$ cat config.mk
export PLATFORM = sky130hd
export DESIGN_NAME = button_debounce_multi
export DESIGN_NICKNAME = d
export VERILOG_FILES = /design/src/rtl/btn_pkg.sv /design/src/rtl/button_chan.sv /design/src/rtl/button_debounce_multi.sv
export SDC_FILE = /design/constraint.sdc
export NUM_CORES = 1
export LEC_CHECK = 0
export CORE_MARGIN = 3
export CORE_UTILIZATION = 55
export CTS_CLUSTER_DIAMETER = 120
export DETAILED_ROUTE_END_ITERATION = 7
export DONT_BUFFER_PORTS = 1
export GPL_TIMING_DRIVEN = 0
export PLACE_DENSITY_LB_ADDON = 0.08
export SETUP_SLACK_MARGIN = 0.15
export SKIP_CTS_REPAIR_TIMING = 1
export SKIP_LAST_GASP = 1
export SLEW_MARGIN = 20
export SYNTH_ARGS = -nofsm -noshare
export SYNTH_HDL_FRONTEND = slang
export SYNTH_HIERARCHICAL = 1
export SYNTH_SLANG_ARGS = --single-unit
$ cat constraint.sdc
create_clock -name clk -period 4 [get_ports clk]
set_clock_uncertainty 0.2 [all_clocks]
set_input_delay 0.8 -clock clk [delete_from_list [all_inputs] [get_ports clk]]
set_output_delay 0.8 -clock clk [all_outputs]
set_load 0.05 [all_outputs]
$ cat src/rtl/btn_pkg.sv
// Shared constants and helpers for the button debouncer.
// Width helper and inactive-pin-level derivation.
package btn_pkg;

  localparam int BTN_DEBOUNCE_DEF = 128;
  localparam int BTN_LONG_DEF     = 1000;

  function automatic int btn_clog2(input int v);
    int r;
    r = 0;
    for (int i = 0; i < 31; i++) begin
      if ((1 << i) < v) r = i + 1;
    end
    return r;
  endfunction

  function automatic logic btn_inactive(input int active_low);
    return (active_low != 0);
  endfunction

endpackage

$ cat src/rtl/button_chan.sv
// One button channel: 2-flop sync, symmetric debounce,
// press/release pulses and a once-per-hold long pulse.
module button_chan
  import btn_pkg::*;
#(
  parameter int DEBOUNCE_CYCLES = BTN_DEBOUNCE_DEF,
  parameter int LONG_CYCLES     = BTN_LONG_DEF,
  parameter int ACTIVE_LOW      = 1
) (
  input  logic i_clk,
  input  logic i_rst,
  input  logic i_button,
  output logic o_level,
  output logic o_press,
  output logic o_release,
  output logic o_long
);

  localparam int DW = btn_clog2(DEBOUNCE_CYCLES) + 1;
  localparam logic [DW-1:0] DLAST = DW'(DEBOUNCE_CYCLES - 1);
  localparam logic INACT = btn_inactive(ACTIVE_LOW);

  logic          r_s1;
  logic          r_s2;
  logic          r_level;
  logic          r_press;
  logic          r_release;
  logic [DW-1:0] r_dcnt;

  logic w_act;
  logic w_diff;
  logic w_flip;

  assign w_act  = r_s2 ^ INACT;
  assign w_diff = (w_act != r_level);
  assign w_flip = w_diff && (r_dcnt == DLAST);

  // Pin synchroniser, reset to the idle pin level.
  always_ff @(posedge i_clk or posedge i_rst) begin
    if (i_rst) begin
      r_s1 <= INACT;
      r_s2 <= INACT;
    end else begin
      r_s1 <= i_button;
      r_s2 <= r_s1;
    end
  end

  // Debounce: any agreeing sample restarts the run.
  always_ff @(posedge i_clk or posedge i_rst) begin
    if (i_rst) begin
      r_dcnt    <= '0;
      r_level   <= 1'b0;
      r_press   <= 1'b0;
      r_release <= 1'b0;
    end else begin
      r_press   <= w_flip & ~r_level;
      r_release <= w_flip & r_level;
      if (!w_diff || w_flip) begin
        r_dcnt <= '0;
      end else begin
        r_dcnt <= r_dcnt + 1'b1;
      end
      if (w_flip) begin
        r_level <= ~r_level;
      end
    end
  end

  if (LONG_CYCLES > 0) begin : g_hold
    localparam int HW = btn_clog2(LONG_CYCLES) + 1;
    localparam logic [HW-1:0] HMAX = HW'(LONG_CYCLES);
    localparam logic [HW-1:0] HPRE = HW'(LONG_CYCLES - 1);

    logic [HW-1:0] r_hcnt;
    logic          r_long;

    // Hold timer; a release on the threshold edge wins.
    always_ff @(posedge i_clk or posedge i_rst) begin
      if (i_rst) begin
        r_hcnt <= '0;
        r_long <= 1'b0;
      end else begin
        r_long <= r_level & ~w_flip & (r_hcnt == HPRE);
        if (!r_level || w_flip) begin
          r_hcnt <= '0;
        end else if (r_hcnt != HMAX) begin
          r_hcnt <= r_hcnt + 1'b1;
        end
      end
    end

    assign o_long = r_long;
  end else begin : g_nohold
    assign o_long = 1'b0;
  end

  assign o_level   = r_level;
  assign o_press   = r_press;
  assign o_release = r_release;

endmodule

$ cat src/rtl/button_debounce_multi.sv
// Multi-channel button debouncer.
// One independent button_chan per pin.
module button_debounce_multi
  import btn_pkg::*;
#(
  parameter int N_CH            = 4,
  parameter int DEBOUNCE_CYCLES = BTN_DEBOUNCE_DEF,
  parameter int LONG_CYCLES     = BTN_LONG_DEF,
  parameter int ACTIVE_LOW      = 1
) (
  input  logic            clk,
  input  logic            rst,
  input  logic [N_CH-1:0] button_in,
  output logic [N_CH-1:0] level_o,
  output logic [N_CH-1:0] press_o,
  output logic [N_CH-1:0] release_o,
  output logic [N_CH-1:0] long_o
);

  logic [N_CH-1:0] w_level;
  logic [N_CH-1:0] w_press;
  logic [N_CH-1:0] w_release;
  logic [N_CH-1:0] w_long;

  for (genvar g = 0; g < N_CH; g++) begin : g_ch
    button_chan #(
      .DEBOUNCE_CYCLES (DEBOUNCE_CYCLES),
      .LONG_CYCLES     (LONG_CYCLES),
      .ACTIVE_LOW      (ACTIVE_LOW)
    ) u_chan (
      .i_clk     (clk),
      .i_rst     (rst),
      .i_button  (button_in[g]),
      .o_level   (w_level[g]),
      .o_press   (w_press[g]),
      .o_release (w_release[g]),
      .o_long    (w_long[g])
    );
  end

  assign level_o   = w_level;
  assign press_o   = w_press;
  assign release_o = w_release;
  assign long_o    = w_long;

endmodule
==> flow_summary_export.csv <==
group,metric,value,unit
layout,register_area,2510,um^2
global_routing,grt_max_degree,26,
clock_network,cts_sinks,100,
layout,nFillCells,704,
layout,utilization,60.8,%
yosys,async_flop_share,100,%
sta,tightest_slew,0.925,ns
worst_setup_path,worstSetupStartpointType,"register",
layout,final_nets,485,
floorplanning,die_h,98.8,um
yosys,syn_area,4730,um^2
route,via_per_inst,5.92,
sta,rsz0062_at_grt,"false",
floorplanning,fp.coreArea,8300,um^2
route,dr_wl_met2,3830,um
route,final_antenna_net_count,0,
yosys,synth_xor_area_share,4.44,%
job,drv_cap,0,
route,dr_total_vias,3416,
worst_setup_path,cp_max_fo,8,
global_routing,track_usage,18.2,%
global_routing,grt_antenna_before_repair,0,
clock_network,htree_num_levels,3,
route,met1Wirelength,3870,um
global_routing,grt_first_pass_wirelength,14800,um
layout,multi_input_area,2080,um^2
clock_network,cts_max_path_buffers,2,
placement,io_buffers,0,
yosys,synth_compound_area_share,14.3,%
floorplanning,rows,33,
floorplanning,die-area,9760,um^2
sta,worst_slack,1.86,ns
power_and_ir_drop,ir_worst_vdd,181,uV
clock_network,clk_pin_slew,0.10,ns
layout,drive_above_1_share,13.6,%
sta,fin_crit_sh,53.6,%
route,drc,0,
yosys,syn_area_per_cell,10.4,um^2
floorplanning,num_io_pins,22,
route,maxUsedRoutingLayer,"met4",
placement,place_ws,2.06,ns
yosys,ys_ff_latch,100,
sta,hold_viol,0,
floorplanning,initial_core_util,57.0,%
sta,finalSetupTns,0,ns
worst_setup_path,critPathRequiredTime,3.00,ns
yosys,syn_nets,474,
route,route.detailed.wl_per_inst,13.9,um
layout,antenna_cells,0,
global_routing,gr-total-overflow,0,
sta,setup_viol,0,
sta,fmax,467,MHz
route,drt_wl_total,8040,um
worst_setup_path,cp.arrival,1.14,ns
yosys,yosysWarnings,6,
clock_network,cts_tree,"done",
yosys,synthCells,456,
worst_setup_path,end_kind,"output port",
sta,relSlewSlack,38.3,%
sta,drv_slew,0,
power_and_ir_drop,power.total,0.00168,W
worst_setup_path,rrSetupSlack,2.06,ns
yosys,yosysSeqAreaShare,53.1,%
placement,hpwl,5560,um
route,met3_length,254,um
floorplanning,die_x,98.8,um
yosys,synth.distinct_cells,32,
yosys,yosys.area_share.simple,22.0,%
worst_hold_path,hp-class,"reg -> reg",
route,first_pass_iters,4,
yosys,synthMuxAreaShare,0,%
power_and_ir_drop,total_leakage_power,1.92,nW
clock_network,cts_buffers,9,
yosys,synth_adder_area_share,3.17,%
yosys,synth_top_family_by_area,"simple AND/OR/NAND/NOR gates",
yosys,synth_ff_type,"dfrtp_1",
layout,area_growth,6.61,%
power_and_ir_drop,p_per_area,332,nW/um^2
worst_setup_path,critPathKind,"reg -> out",
placement,place.gp.congestion,0.794,
clock_network,insertion_delay,0.35,ns
route,first_iter_violations,172,
placement,postPlaceCellArea,4870,um^2
sta,period_minus_slack,2.14,ns
layout,stdcell_area,5050,um^2
yosys,synth_edf_count,0,
status,status,"completed",
global_routing,grt_pass1_vias,3381,
clock_network,clockRootBuffer,"clkbuf_8",
-- worst register-to-register path, delay by kind of cell (launching register included) --
| family | cells | cell delay [ns] |
|---|---|---|
| AO/OA/AOI/OAI | 1 | 0.25 |
| buffers and inverters | 1 | 0.25 |
| flip-flops | 1 | 0.77 |
| AND/OR/NAND/NOR | 1 | 0.36 |
-- where the power goes --
group	internal [W]	leakage [nW]	switching, W
registers	0.00103	1.36	0.0000140
logic	0.0000112	0.466	0.0000299
clock network	0.000236	0.0950	0.000359
-- state kept, by name, summed over array words and instances (netlist names) --
signal / flops
g_ch.u_chan/r_s2: 4
g_ch.u_chan/r_dcnt: 32
g_ch.u_chan/o_press: 4
g_ch.u_chan/o_level: 4
g_ch.u_chan/o_release: 4
g_ch.u_chan/g_hold.r_hcnt: 44
g_ch.u_chan/r_s1: 4
g_ch.u_chan/o_long: 4
-- logic make-up after synthesis --
logic type               after synthesis
AO/OA/AOI/OAI                        112
XOR/XNOR                              24
adder cells (fa/ha/maj)               12
buffers and inverters                 36
flip-flops                           100
AND/OR/NAND/NOR                      172
-- metal layers --
metal  track usage (%)  vias up
li1                  -     1704
met1              25.1     1660
met2              29.0       43
met3              4.88        9
met4              4.41        0
met5                 0        -
-- cells in the final DEF, fill, tap and decap left out, types with 9 or more instances in the layout --
master    synthesis  final
a21oi_1          32     32
clkbuf_8          0      9
dfrtp_1          92     92
ha_1             12     12
inv_1            28     28
nand2_1          20     20
nand3_1          16     16
nand4_1          12     12
nor2_1           28     28
nor3_1           12     12
nor4_1           12     12
o21ai_0          44     44
or3_1            28     28
xnor2_1          12     12
xor2_1           12     12
-- synthesized netlist by cell type, types with 8 or more instances --
cell type,n,area share (%)
a21oi_1,32,3.4
or3_1,28,3.7
o2111ai_1,8,1.5
xnor2_1,12,2.2
o31a_1,8,1.5
nor2_1,28,2.2
inv_1,28,2.2
buf_2,8,0.85
nand3_2,8,1.7
o21ai_0,44,4.7
dfstp_2,8,4.4
o31ai_1,8,1.3
ha_1,12,3.2
xor2_1,12,2.2
dfrtp_1,92,49
nand4_1,12,1.6
nand3_1,16,1.7
nand2_1,20,1.6
nor3_1,12,1.3
nor4_1,12,1.6
-- final cells by class --
type / instances / area share [%]
Buffer: 8 / 0.793
Multi-Input combinational cell: 320 / 41.2
Sequential cell: 100 / 49.8
Clock buffer: 9 / 2.45
Inverter: 28 / 2.08
Tap cell: 105 / 2.60
Clock inverter: 7 / 1.14
-- metrics by stage --
stage	hold WS [ns]	instances
6_report	0.160	577
5_1_grt	0.163	577
4_1_cts	0.162	577
3_5_place_dp	0.147	561
3_3_place_gp	0.146	561
2_1_floorplan	0.145	456
-- worst paths after layout --
check / cells past startpoint / to / start
worst max-delay path: 0 / level_o[1] / g_ch[1].u_chan/o_level$_DFFE_PP0P_
worst min-delay path: 0 / g_ch[0].u_chan/r_s2$_DFF_PP1_ / g_ch[0].u_chan/r_s1$_DFF_PP1_
worst max register to register: 3 / g_ch[3].u_chan/o_long$_DFF_PP0_ / g_ch[3].u_chan/o_level$_DFFE_PP0P_
worst min register to register: 0 / g_ch[0].u_chan/r_s2$_DFF_PP1_ / g_ch[0].u_chan/r_s1$_DFF_PP1_
max in group asynchronous: 1 / g_ch[0].u_chan/g_hold.r_hcnt[8]$_DFFE_PP0P_ / rst
min in group asynchronous: 1 / g_ch[3].u_chan/r_dcnt[0]$_DFF_PP0_ / rst
Note: power is estimated with default switching activity, not from simulation.
